`src/rtl/mem_port_arbiter.sv`:
```
// Two-requester arbiter (instruction fetch and data load/store) sharing one memory port.
// Ties alternate using a last-grant register; each transaction ends with a one-cycle ready pulse.
module mem_port_arbiter (
   input  logic        clk,
   input  logic        rst,
   input  logic        I_strobe,
   input  logic [31:0] I_addr,
   output logic [31:0] I_rdata,
   output logic        I_ready,
   input  logic        D_strobe,
   input  logic        D_rw,
   input  logic [31:0] D_addr,
   input  logic [31:0] D_wdata,
   output logic [31:0] D_rdata,
   output logic        D_ready,
   output logic        M_strobe,
   output logic        M_rw,
   output logic [31:0] M_addr,
   output logic [31:0] M_wdata,
   input  logic [31:0] M_rdata,
   input  logic        M_ready
);

   typedef enum logic [1:0] {ST_IDLE, ST_BUSY, ST_RESP} state_t;
   typedef enum logic {GNT_I = 1'b0, GNT_D = 1'b1} grant_t;

   localparam logic [31:0] NOP_INSN = 32'h0000_0013;

   state_t      r_state;
   state_t      w_state_nxt;
   grant_t      r_grant;
   grant_t      r_last_grant;
   grant_t      w_winner;
   logic        w_grant_en;
   logic        w_complete;
   logic        r_rw;
   logic [31:0] r_addr;
   logic [31:0] r_wdata;
   logic [31:0] r_i_rdata;
   logic [31:0] r_d_rdata;

   // NOTE: every always_comb output gets a default first, so no path can infer a latch.
   always_comb begin
      w_state_nxt = r_state;
      w_grant_en  = 1'b0;
      w_complete  = 1'b0;
      w_winner    = GNT_I;
      if (I_strobe && D_strobe) begin
         w_winner = (r_last_grant == GNT_D) ? GNT_I : GNT_D;
      end else if (D_strobe) begin
         w_winner = GNT_D;
      end

      case (r_state)
         ST_IDLE: begin
            if (I_strobe || D_strobe) begin
               w_state_nxt = ST_BUSY;
               w_grant_en  = 1'b1;
            end
         end
         ST_BUSY: begin
            if (M_ready) begin
               w_state_nxt = ST_RESP;
               w_complete  = 1'b1;
            end
         end
         ST_RESP: w_state_nxt = ST_IDLE;
         default: w_state_nxt = ST_IDLE;
      endcase
   end

   // NOTE: sequential state uses non-blocking assignments so all registers update together at the edge.
   always_ff @(posedge clk or negedge rst) begin
      if (!rst) begin
         r_state      <= ST_IDLE;
         r_last_grant <= GNT_D;
         r_grant      <= GNT_I;
      end else begin
         r_state <= w_state_nxt;
         if (w_grant_en) begin
            r_grant      <= w_winner;
            r_last_grant <= w_winner;
         end
      end
   end

   // Request is captured at grant so a requester dropping strobe mid-flight cannot disturb the memory side.
   always_ff @(posedge clk or negedge rst) begin
      if (!rst) begin
         r_rw    <= 1'b1;
         r_addr  <= '0;
         r_wdata <= '0;
      end else if (w_grant_en) begin
         if (w_winner == GNT_I) begin
            r_rw    <= 1'b1;
            r_addr  <= I_addr;
            r_wdata <= '0;
         end else begin
            r_rw    <= D_rw;
            r_addr  <= D_addr;
            r_wdata <= D_wdata;
         end
      end
   end

   // Read data registers only move on a read completion for their own side.
   always_ff @(posedge clk or negedge rst) begin
      if (!rst) begin
         r_i_rdata <= NOP_INSN;
         r_d_rdata <= '0;
      end else if (w_complete && r_rw) begin
         if (r_grant == GNT_I) begin
            r_i_rdata <= M_rdata;
         end else begin
            r_d_rdata <= M_rdata;
         end
      end
   end

   assign M_strobe = (r_state == ST_BUSY);
   assign M_rw     = r_rw;
   assign M_addr   = r_addr;
   assign M_wdata  = r_wdata;
   assign I_ready  = (r_state == ST_RESP) && (r_grant == GNT_I);
   assign D_ready  = (r_state == ST_RESP) && (r_grant == GNT_D);
   assign I_rdata  = r_i_rdata;
   assign D_rdata  = r_d_rdata;

endmodule

```
`config.mk`:
```
export PLATFORM = sky130hd
export DESIGN_NAME = mem_port_arbiter
export DESIGN_NICKNAME = d
export VERILOG_FILES = /design/src/rtl/mem_port_arbiter.sv
export SDC_FILE = /design/constraint.sdc
export NUM_CORES = 1
export LEC_CHECK = 0
export ABC_AREA = 1
export BUFFER_PORTS_ARGS = -buffer_cell sky130_fd_sc_hd__buf_2
export CAP_MARGIN = 20
export CORE_UTILIZATION = 50
export DETAILED_ROUTE_END_ITERATION = 10
export PLACE_DENSITY = 0.88
export SLEW_MARGIN = 10
export SYNTH_ARGS = -nofsm -noshare
export SYNTH_HDL_FRONTEND = slang
export SYNTH_SLANG_ARGS = --single-unit
```
`constraint.sdc`:
```
create_clock -name clk -period 2.6 [get_ports clk]
set_input_delay 0.65 -clock clk [delete_from_list [all_inputs] [get_ports clk]]
set_output_delay 0.65 -clock clk [all_outputs]
set_load 0.02 [all_outputs]
```
==> results.tsv <==
metric	value	unit
run_status	completed	
hold_path_class	primary input to asynchronous set/reset pin	
finalHoldViolations	0	
min_period	2270	ps
syn2layout_area_growth	33.6	%
finalSetupViolCount	0	
final_area	7800	um^2
htree_num_levels	4	
cts_root_buffer	clkbuf_16	
synth_cell_types	21	
cts_tree	built	
crit_path_top_delay_cell	dfrtp_1	
syn_inst	685	
clock-sinks	133	
boundaryPins	266	
num_rows	39	
start_util	51.1	%
cp-end-kind	output port	
viasPerCell	4.99	
postLayoutSetupSlackWorst	330	ps
synth.avg_cell_area	8.52	um^2
synth_top_cell_by_area	dfrtp_1	
synth_common_cells	nand2_1 (369), dfrtp_1 (128), nand3_1 (95)	
ir_drop	0.764	mV
cp-start-kind	flop	
yosysTopAreaCellShare	54.9	%
rsz0062_at_grt	false	
drv_cap	0	
grt_max_degree	49	
drtIter0Drc	424	
die_w	110	um
critPathMaxFanout	12	
grt.overflow.total	0	
timing.final.crit_share	87.3	%
crit_path_cell_trace	inv_2 > nor3_1 > buf_2	
fin_tns_setup	0	ps
ys_warn_count	0	
tightest_slew	511	ps
hpwlAfterDp	10800	um
drt_wl_total	15100	um
synth_edf_count	0	
yosys-top-cells-area	dfrtp_1 (55%), nand2_1 (24%), nand3_1 (8.1%), buf_6 (3.3%), dfstp_2 (2.3%)	
powerDensity	1340	nW/um^2
cpPeakStageDelay	630	ps
core_area	11400	um^2
clock.fmax	0.441	GHz
slew_viol_final	0	
gp_routability_congestion	0.810	
worst_ep_required_time	1950	ps
port_buffers	265	
num_vias	5469	
drc	0	
cts_hold_buffers	0	
cts.reportedPaths.clkPinSlew	60	ps
path_class	flop to output port	
relSlewSlack	65.9	%
first_global_vias	5075	
grt.total_usage	25.8	%
wl_per_cell	13.7	um
synth_nets	819	
cp.arrival	1620	ps
clk_latency	410	ps
fin_nets	1075	
synth_top_flop_cell	dfrtp_1	
async_flop_share	100	%
final_antenna_net_count	0	
post_cts.repair.setup_buffers	0	
cts_max_path_buffers	2	
n_fill_cell	961	
drt_first_pass_iters	5	
die_y	110	um
finClkSkew	14.2	ps
post_cts_resized	0	
synth-seq-area-share	57.1	%
leakagePower	4.66	nW
ys_ff_latch	133	
syn_area	5840	um^2
antenna_found_initial	0	
synth.most_common_cell	nand2_1	
diodes	0	
dieArea	12100	um^2
grt_pass1_wl	23700	um
drive_above_1_share	34.4	%
cts_buffers	17	
finalPower	0.0104	W
pre_cts_slack	765	ps
post_dp_cell_area	7160	um^2
metrics by stage:
stage          util (%)  hold WS, ps  instances
4_1_cts            68.3          181       1097
3_3_place_gp       62.7          449       1065
2_1_floorplan         -          354        685
5_1_grt            68.3          196       1097
3_5_place_dp       62.7          454       1065
6_report           68.3          180       1097
per-layer routing:
metal  global-route usage (%)  up-vias  part of all wire [%]
li1                         -     2653                     -
met1                     31.9     2548                    41
met2                     42.3      236                    49
met3                     6.88       32                   7.8
met4                     11.7        0                   2.5
met5                        0        -                     0
registers in the layout (all words and copies together) (netlist names):
name / cells
D_rdata: 32
I_rdata: 32
M_addr: 32
M_rw: 1
M_wdata: 32
r_grant: 1
r_last_grant: 1
r_state: 2
cell usage in the layout (no fill, tap or decap), types with 2 or more instances in the layout:
master	count
clkbuf_8	2
buf_2	264
nand3_1	95
nor2_8	2
inv_1	15
clkinv_2	3
bufinv_16	4
buf_4	12
inv_2	3
o21ai_0	3
nand2_2	2
dfstp_2	5
clkbuf_16	17
nand3b_1	10
nand4_4	2
buf_12	2
nor2_4	2
nor2_1	2
clkinvlp_4	3
nand2_1	369
nor3_1	2
inv_6	2
dfrtp_1	128
critical path, delay by kind of cell (launching register included):
kind,cells,cell delay [ps]
flops,1,630
buf+inv,2,400
simple gates,1,180
power breakdown:
part / total [W] / internal (W) / switching [W] / leakage [nW]
Combinational: 0.00423 / 0.00133 / 0.00290 / 2.68
Sequential: 0.00365 / 0.00306 / 0.000596 / 1.68
Clock: 0.00255 / 0.00166 / 0.000891 / 0.303
Total: 0.0104 / 0.00604 / 0.00439 / 4.66
cells by family after synthesis:
logic type | count (synthesis) | share of synthesized area, %
AOI/OAI and AO/OA | 4 | 0.386
buffers and inverters | 60 | 6.54
DFF | 133 | 57.1
and+or+nand+nor | 488 | 35.9
layout make-up:
cell class / count / area, um^2 / area share, %
multi-input combinational: 492 / 2120 / 27.2
inverter: 18 / 67.6 / 0.867
clock buffer: 20 / 457 / 5.86
sequential: 133 / 3330 / 42.8
timing repair buffer: 279 / 1460 / 18.8
clock inverter: 12 / 175 / 2.25
tap: 143 / 179 / 2.29
path summary, 6_finish.rpt:
kind | cells after the start | from | slack, ps | end
hold reg to reg | 2 | D_rdata[4]$_DFFE_PN0P_ | 460 | D_rdata[4]$_DFFE_PN0P_
setup reg to reg | 4 | r_grant$_DFFE_PN0P_ | 950 | I_rdata[9]$_DFFE_PN0P_
max in group asynchronous | 2 | rst | 1780 | r_last_grant$_DFFE_PN1P_
setup / recovery | 3 | r_grant$_DFFE_PN0P_ | 330 | D_ready
min in group clk | 3 | D_wdata[23] | 430 | M_wdata[23]$_DFFE_PN0P_
hold / removal | 1 | rst | 180 | I_rdata[28]$_DFFE_PN0P_
Note: power is estimated with default switching activity, not from simulation.
